File: src/rtl/constants_pkg.sv
// rtl/constants_pkg.sv - shared datapath constants
package constants_pkg;
    localparam int WORD_SIZE = 19;
endpackage

File: src/rtl/regfile_pkg.sv
// rtl/regfile_pkg.sv - register file defaults, word type and legacy register indices
package regfile_pkg;
    import constants_pkg::WORD_SIZE;

    localparam int REGFILE_NUM_REGS_DEF = 8;
    localparam int REGFILE_NUM_RD_DEF   = 2;

    typedef logic [WORD_SIZE-1:0] word_t;

    // Indices of the old fixed A/B/C registers, kept so existing decode maps unchanged.
    localparam int REG_A = 0;
    localparam int REG_B = 1;
    localparam int REG_C = 2;
endpackage

File: src/rtl/reg_file_rd_port.sv
// rtl/reg_file_rd_port.sv - one registered read port with range check
// Optional write-to-read forwarding under macro REGFILE_BYPASS_EN.
module reg_file_rd_port #(
    parameter int WORD_SIZE = 19,
    parameter int NUM_REGS  = 8,
    parameter int ADDR_W    = 3
) (
    input  logic                 CLK,
    input  logic                 RST,
    input  logic                 en,
    input  logic [ADDR_W-1:0]    addr,
    input  logic [WORD_SIZE-1:0] regs [NUM_REGS],
    input  logic [NUM_REGS-1:0]  busy_cur,
`ifdef REGFILE_BYPASS_EN
    input  logic                 wr_en,
    input  logic [ADDR_W-1:0]    wr_addr,
    input  logic [WORD_SIZE-1:0] wr_data,
    input  logic [NUM_REGS-1:0]  busy_next,
`endif
    output logic [WORD_SIZE-1:0] data,
    output logic                 valid,
    output logic                 busy
);
    localparam logic [ADDR_W:0] NUM_REGS_W = NUM_REGS[ADDR_W:0];

    logic                 in_range;
    logic [WORD_SIZE-1:0] sel_data;
    logic                 sel_busy;

    assign in_range = {1'b0, addr} < NUM_REGS_W;

    always_comb begin
        sel_data = '0;
        sel_busy = 1'b0;
        if (in_range) begin
            sel_data = regs[addr];
            sel_busy = busy_cur[addr];
`ifdef REGFILE_BYPASS_EN
            // An in-range match implies the write address is in range too.
            if (wr_en && (wr_addr == addr)) begin
                sel_data = wr_data;
                sel_busy = busy_next[addr];
            end
`endif
        end
    end

    always_ff @(posedge CLK or posedge RST) begin
        if (RST) begin
            data  <= '0;
            valid <= 1'b0;
            busy  <= 1'b0;
        end else begin
            valid <= en;
            if (en) begin
                data <= sel_data;
                busy <= sel_busy;
            end
        end
    end
endmodule

File: src/rtl/reg_file_mp.sv
// rtl/reg_file_mp.sv - multi-port register file with busy scoreboard
// Read ports forward same-edge writes when macro REGFILE_BYPASS_EN is defined.
module reg_file_mp
    import regfile_pkg::*;
#(
    parameter int WORD_SIZE = constants_pkg::WORD_SIZE,
    parameter int NUM_REGS  = REGFILE_NUM_REGS_DEF,
    parameter int NUM_RD    = REGFILE_NUM_RD_DEF,
    localparam int ADDR_W   = $clog2(NUM_REGS)
) (
    input  logic                        CLK,
    input  logic                        RST,
    input  logic                        wr_en,
    input  logic [ADDR_W-1:0]           wr_addr,
    input  logic [WORD_SIZE-1:0]        wr_data,
    input  logic                        rsv_en,
    input  logic [ADDR_W-1:0]           rsv_addr,
    input  logic [NUM_RD-1:0]           rd_en,
    input  logic [NUM_RD*ADDR_W-1:0]    rd_addr,
    output logic [NUM_RD*WORD_SIZE-1:0] rd_data,
    output logic [NUM_RD-1:0]           rd_valid,
    output logic [NUM_RD-1:0]           rd_busy,
    output logic [NUM_REGS-1:0]         busy_vec
);
    localparam logic [ADDR_W:0] NUM_REGS_W = NUM_REGS[ADDR_W:0];

    logic [WORD_SIZE-1:0] regs [NUM_REGS];
    logic [NUM_REGS-1:0]  busy;
    logic [NUM_REGS-1:0]  busy_next;
    logic                 wr_ok;
    logic                 rsv_ok;

    assign wr_ok    = wr_en  && ({1'b0, wr_addr}  < NUM_REGS_W);
    assign rsv_ok   = rsv_en && ({1'b0, rsv_addr} < NUM_REGS_W);
    assign busy_vec = busy;

    // Reserve is applied after the write clear: a same-cycle reservation is a newer producer.
    always_comb begin
        busy_next = busy;
        if (wr_ok)  busy_next[wr_addr]  = 1'b0;
        if (rsv_ok) busy_next[rsv_addr] = 1'b1;
    end

    always_ff @(posedge CLK or posedge RST) begin
        if (RST) begin
            for (int i = 0; i < NUM_REGS; i++) regs[i] <= '0;
            busy <= '0;
        end else begin
            if (wr_ok) regs[wr_addr] <= wr_data;
            busy <= busy_next;
        end
    end

    for (genvar p = 0; p < NUM_RD; p++) begin : g_rd
        reg_file_rd_port #(
            .WORD_SIZE (WORD_SIZE),
            .NUM_REGS  (NUM_REGS),
            .ADDR_W    (ADDR_W)
        ) u_rd_port (
            .CLK       (CLK),
            .RST       (RST),
            .en        (rd_en[p]),
            .addr      (rd_addr[p*ADDR_W +: ADDR_W]),
            .regs      (regs),
            .busy_cur  (busy),
`ifdef REGFILE_BYPASS_EN
            .wr_en     (wr_en),
            .wr_addr   (wr_addr),
            .wr_data   (wr_data),
            .busy_next (busy_next),
`endif
            .data      (rd_data[p*WORD_SIZE +: WORD_SIZE]),
            .valid     (rd_valid[p]),
            .busy      (rd_busy[p])
        );
    end
endmodule

File: config.mk
export PLATFORM = sky130hd
export DESIGN_NAME = reg_file_mp
export DESIGN_NICKNAME = d
export VERILOG_FILES = /design/src/rtl/constants_pkg.sv /design/src/rtl/regfile_pkg.sv /design/src/rtl/reg_file_rd_port.sv /design/src/rtl/reg_file_mp.sv
export SDC_FILE = /design/constraint.sdc
export NUM_CORES = 1
export LEC_CHECK = 0
export ABC_AREA = 1
export CAP_MARGIN = 20
export CORE_ASPECT_RATIO = 0.5
export CORE_UTILIZATION = 50
export CTS_BUF_LIST = sky130_fd_sc_hd__clkbuf_4 sky130_fd_sc_hd__clkbuf_8
export DETAILED_ROUTE_END_ITERATION = 10
export GPL_ROUTABILITY_DRIVEN = 0
export PLACE_DENSITY_LB_ADDON = 0.05
export SKIP_CTS_REPAIR_TIMING = 1
export SYNTH_ARGS = -nofsm -noshare
export SYNTH_HDL_FRONTEND = slang
export SYNTH_HIERARCHICAL = 1
export SYNTH_SLANG_ARGS = --single-unit
File: constraint.sdc
create_clock -name CLK -period 15 [get_ports CLK]
set_input_delay 1.5 -clock CLK [delete_from_list [all_inputs] [get_ports CLK]]
set_output_delay 1.5 -clock CLK [all_outputs]
set_load 0.01 [all_outputs]
# After elaboration in Yosys (flattened, before gate mapping)
# Index checks and enable logic that the tools add are counted.
# Widths: inputs -> output; s select.
word_totals:
  word_cells: 53
  output_inout_bits: 50
  inputBits: 37
  n_memories: 0
  mem_bits_rw: 0
  rom_bits: 0
  latch_bits: 0
  reg_bits: 202
op_classes:
  n_bitwise: 6
  magnitude_cmp: 10
  n_eq_ne: 0
  multipliers: 0
  n_reduce_logical: 3
  n_shift: 0
  muxes: 19
  n_addsub: 0
  div_mod_pow: 0
op_table:
  columns: ["op", "n"]
  rows:
  - ["$bwmux 152", 1]
  - ["$bmux 19 s3", 2]
  - ["$mux 19", 5]
  - ["$demux 19 s3", 1]
  - ["$lt 3x4->1 const B", 4]
  - ["$mux 8", 2]
  - ["$ge 4x4->1 const B", 3]
  - ["$not 3->4", 3]
  - ["$and 8x8->8", 1]
  - ["$not 8->8", 1]
  - ["$or 8x8->8", 1]
  - ["$bmux 1 s3", 2]
  - ["$demux 1 s3", 2]
  - ["$ge 3x1->1 const B", 2]
  - ["$lt 4x1->1 const B", 1]
  - ["$mux 1", 4]
  - ["$logic_and 1x1->1", 3]

# Longest topological paths before layout
depth:
  depth_word: 9
  ltp_mapped: 9
  ltp_nobuf: 7

# Hierarchy
# The synthesis kept the hierarchy.
modules_own_cells:
  columns: ["mod", "area_each_um2", "seq_area_each_um2", "cells_each", "n_inst"]
  rows:
  - ["reg_file_mp", 6491.2, 4003.8, 727, 1]
  - ["reg_file_rd_port", 2740.1, 525.5, 540, 2]

# Least setup slack after synthesis
# OpenSTA, ideal clock, no wires.
synth_path:
  kind: "in2reg"
  startpoint: "input port rd_addr[0]"
  endpoint: "register g_rd[0].u_rd_port.data[13]"
  setup_slack_ns: 12.775
  setup_time_ns: 0.118
  arrival_ns: 2.107
  cell_stages: 8
  path_buffers: 2
  cell_sequence: "buf_6 -> inv_8 -> buf_6 -> nand2_1 -> nand3_1 -> nand3_1 -> nand3_1 -> nand2_1"
synth_via:
  elab_chain_len: 4
synth_lines:
  columns: ["item", "line_no", "rtl"]
  rows:
  - ["start: declaration", "reg_file_mp.sv:19", "input logic [NUM_RD*ADDR_W-1:0] rd_addr,"]
  - ["$not 3->4 (not written as such)", "reg_file_rd_port.sv:36", "sel_data = regs[addr];"]
  - ["$bmux 19 s3", "reg_file_rd_port.sv:36", null]
  - ["$mux 19 (not written as such) (2 in series)", "reg_file_rd_port.sv:36", null]
  - ["end signal: assignment", "reg_file_rd_port.sv:56", "data <= sel_data;"]
  - ["end: declaration", "reg_file_rd_port.sv:20", "output logic [WORD_SIZE-1:0] data,"]
# Every way passes these cells. The select of a mux whose other input is x is not followed.
# A chain may end at the register's enable or synchronous reset.

==> summary.txt <==
Placed design
  – Dpl ws: approximately 11000 ps
  – PortBufs: 86
  – DP HPWL: between 20000 and 25000 um

Detailed routing
  – Remaining DRCs: 2
  – Initial DRC Count: 1102
  – Number of detailed-route iterations in the first pass: 9
  – Mean routed wirelength per cell: about 18 um
  – Vias per cell: between 5 and 6
  – Routed WL: about 40000 um
  – DRT antenna net count: 0
  – Vias: between 10000 and 15000

Clocking
  – Clock Tree Root: clkbuf_8
  – Clock Latency Late Sink: 600 ps
  – CTS max path bufs: 3
  – Clock transition at path regs: 70 ps
  – Total CTS buffers: 30
  – CTS tree: yes
  – H-tree depth: 1
  – Clk sink count: 202

Yosys
  – Synth warnings: 6
  – Seq cells post-synth: between 200 and 250
  – Cells after Synth: 1807
  – Ys async rst share: 1.00
  – Netlist cell types: 18
  – Avg Inst Size Synth: about 6.6 sq um
  – Synthesized area: approximately 0.012 sq mm
  – Synth cell count leaders: nand2_1 (888), nand3_1 (316), inv_1 (253)
  – Post-synth top flop: dfrtp_1
  – Number of flops mapped to enable cells by yosys: 0
  – Top cells by area, synth: dfrtp_1 (42%), nand2_1 (28%), nand3_1 (13%)
  – Count leader, synth: nand2_1
  – Mapped Nets: roughly 1800
  – Post-synth top area share: 0.422
  – Area leader, netlist: dfrtp_1
  – Sequential area share after synthesis: 0.422

Critical path
  – R2r setup slk: around 14000 ps
  – CP Max Fanout: 61
  – WP data arrival: 4030 ps
  – Crit end category: register
  – Worst R2R Path Depth: 6
  – Crit start category: input pin
  – FF-to-FF End: g_rd[1].u_rd_port/busy
  – CP Data Required Time: approximately 15000 ps
  – Worst Setup SP: wr_en
  – CP Class: in2reg
  – Worst r2r src: busy_vec[5]
  – CP endpoint: regs[23]

Timing
  – PnR worst setup slack: roughly 11000 ps
  – Highest clock rate: 0.282 GHz
  – Slew @ Worst Pin: approximately 1100 ps
  – Tmin final: between 3000 and 4000 ps
  – Setup TNS Final: 0 ps
  – Slew Limit Headroom: 0.235
  – Fin. max-slew vios: 0
  – Final setup fails: 0
  – Crit share post-route: 0.236
  – Worst hold slack: between 400 and 500 ps
  – Final-report hold violation count: 0
  – Clock Skew: between 8 and 9 ps
  – RSZ-0062 raised after global routing: false

Final layout
  – Share of layout cells above drive strength 1: 0.0484
  – FILL cells: 2269
  – Nets: between 1500 and 2000
  – P&R area growth vs syn: 9.90%
  – ANT cells: 0
  – FF+latch area: just over 0.005 sq mm
  – Multi-input logic area: around 0.0050 sq mm

Die
  – Die height: approximately 110 um
  – Die area: between 0.02 and 0.025 sq mm
  – Starting density of the core: 0.518
  – Cell row count: 39
  – I/O pin cnt: 87
  – Total core area: approximately 0.023 sq mm
  – Die W: 221 um

GRT
  – Overall Global Routing Usage: 0.325
  – Largest net degree at the start of global routing: 82
  – Initial antenna violation count: 0
  – Vias in the first global route: roughly 11000
  – First-pass GRT wire length: slightly above 60000 um
  – GRT overflow: 0

Power
  – Comb power frac: 0.237
  – Clock share of power: 0.309
  – Share of power burned in registers: 0.453
  – Sw frac: 0.340
  – Peak supply drop: 0.0620 mV
  – Leak pwr: approximately 7.4 nW
  – Internal power: roughly 1.1 mW
  – Pwr/cell area: ~120 mW/mm^2
  – Psw: between 0.5 and 0.6 mW

Worst hold path
  – Min-Delay Path Class: reg2reg

Outcome
  – Violated checks: design-rule violations
  – Status: complete, but fails checks

Flow run
  – Max-Cap Viols: 0
==> metrics by stage <==
step                      cells   util  instance area (sq um)  power, mW
final                      2147  0.569                  13200       1.60
after global placement     2091  0.538                  12400       1.09
after detailed placement   2091  0.538                  12400       1.10
after floorplan            1807      -                  12000      0.976
after CTS                  2144  0.566                  13100       1.60
after global routing       2147  0.569                  13200       1.69
==> registers in the layout (all words and copies together) (netlist names) <==
| signal | cells |
|---|---|
| busy_vec | 8 |
| g_rd.u_rd_port/busy | 2 |
| g_rd.u_rd_port/data | 38 |
| g_rd.u_rd_port/valid | 2 |
| regs | 152 |
==> cell families (layout without fill, tap and decap cells) <==
| group | Yosys count | count (layout) | share of synthesized area |
|---|---|---|---|
| buffers and inverters | 384 | 417 | 0.156 |
| AND/OR/NAND/NOR | 1221 | 1221 | 0.422 |
| flip-flops | 202 | 202 | 0.422 |
==> worst min-delay path by stage <==
| stage | end | depth (start not counted) | slack (ps) | from |
|---|---|---|---|---|
| floorplan | regs[0] | 2 | 460 | regs[0] |
| global placement | g_rd[1].u_rd_port/data[2] | 2 | 470 | g_rd[1].u_rd_port/data[2] |
| detailed placement | g_rd[1].u_rd_port/data[7] | 2 | 470 | g_rd[1].u_rd_port/data[7] |
| CTS | g_rd[1].u_rd_port/data[7] | 2 | 480 | g_rd[1].u_rd_port/data[7] |
| global route | g_rd[1].u_rd_port/data[7] | 2 | 510 | g_rd[1].u_rd_port/data[7] |
| finish | g_rd[1].u_rd_port/data[7] | 2 | 480 | g_rd[1].u_rd_port/data[7] |
==> routing by layer <==
metal	track usage	wire length, um
met5	0	0
met4	0.132	1280
met3	0.0639	3850
met2	0.518	17500
met1	0.438	16900
==> area by class of cell <==
class,instances,share of cell area
well taps,307,0.0292
repair buffers,104,0.0786
clock inverters,6,0.00418
clock buffers,47,0.0444
multi-input cells,1221,0.384
flip-flops and latches,202,0.384
inverters,260,0.0757
==> power groups by stage <==
stage | combinational, mW | clock, mW | sequential, mW
final | 0.379 | 0.494 | 0.724
after global placement | 0.364 | 0 | 0.728
after floorplan | 0.258 | 0 | 0.718
after CTS | 0.375 | 0.498 | 0.722
after detailed placement | 0.374 | 0 | 0.730
after global routing | 0.432 | 0.522 | 0.737
==> critical path: stages <==
cell,delay (ps)
clkdlybuf4s50_1,560
inv_2,70
nor2_4,70
buf_4,610
nand2_1,870
nand2_1,260
nand2_1,80
==> cell usage in the layout (no fill, tap or decap), drive strengths merged <==
master	n
bufinv	1
buf	20
nand2	889
clkbuf	47
nand4	8
nor2	8
dfrtp	202
nand3	316
clkinv	5
clkdlybuf4s50	84
inv	260
Power figures use the tool's default switching activity.
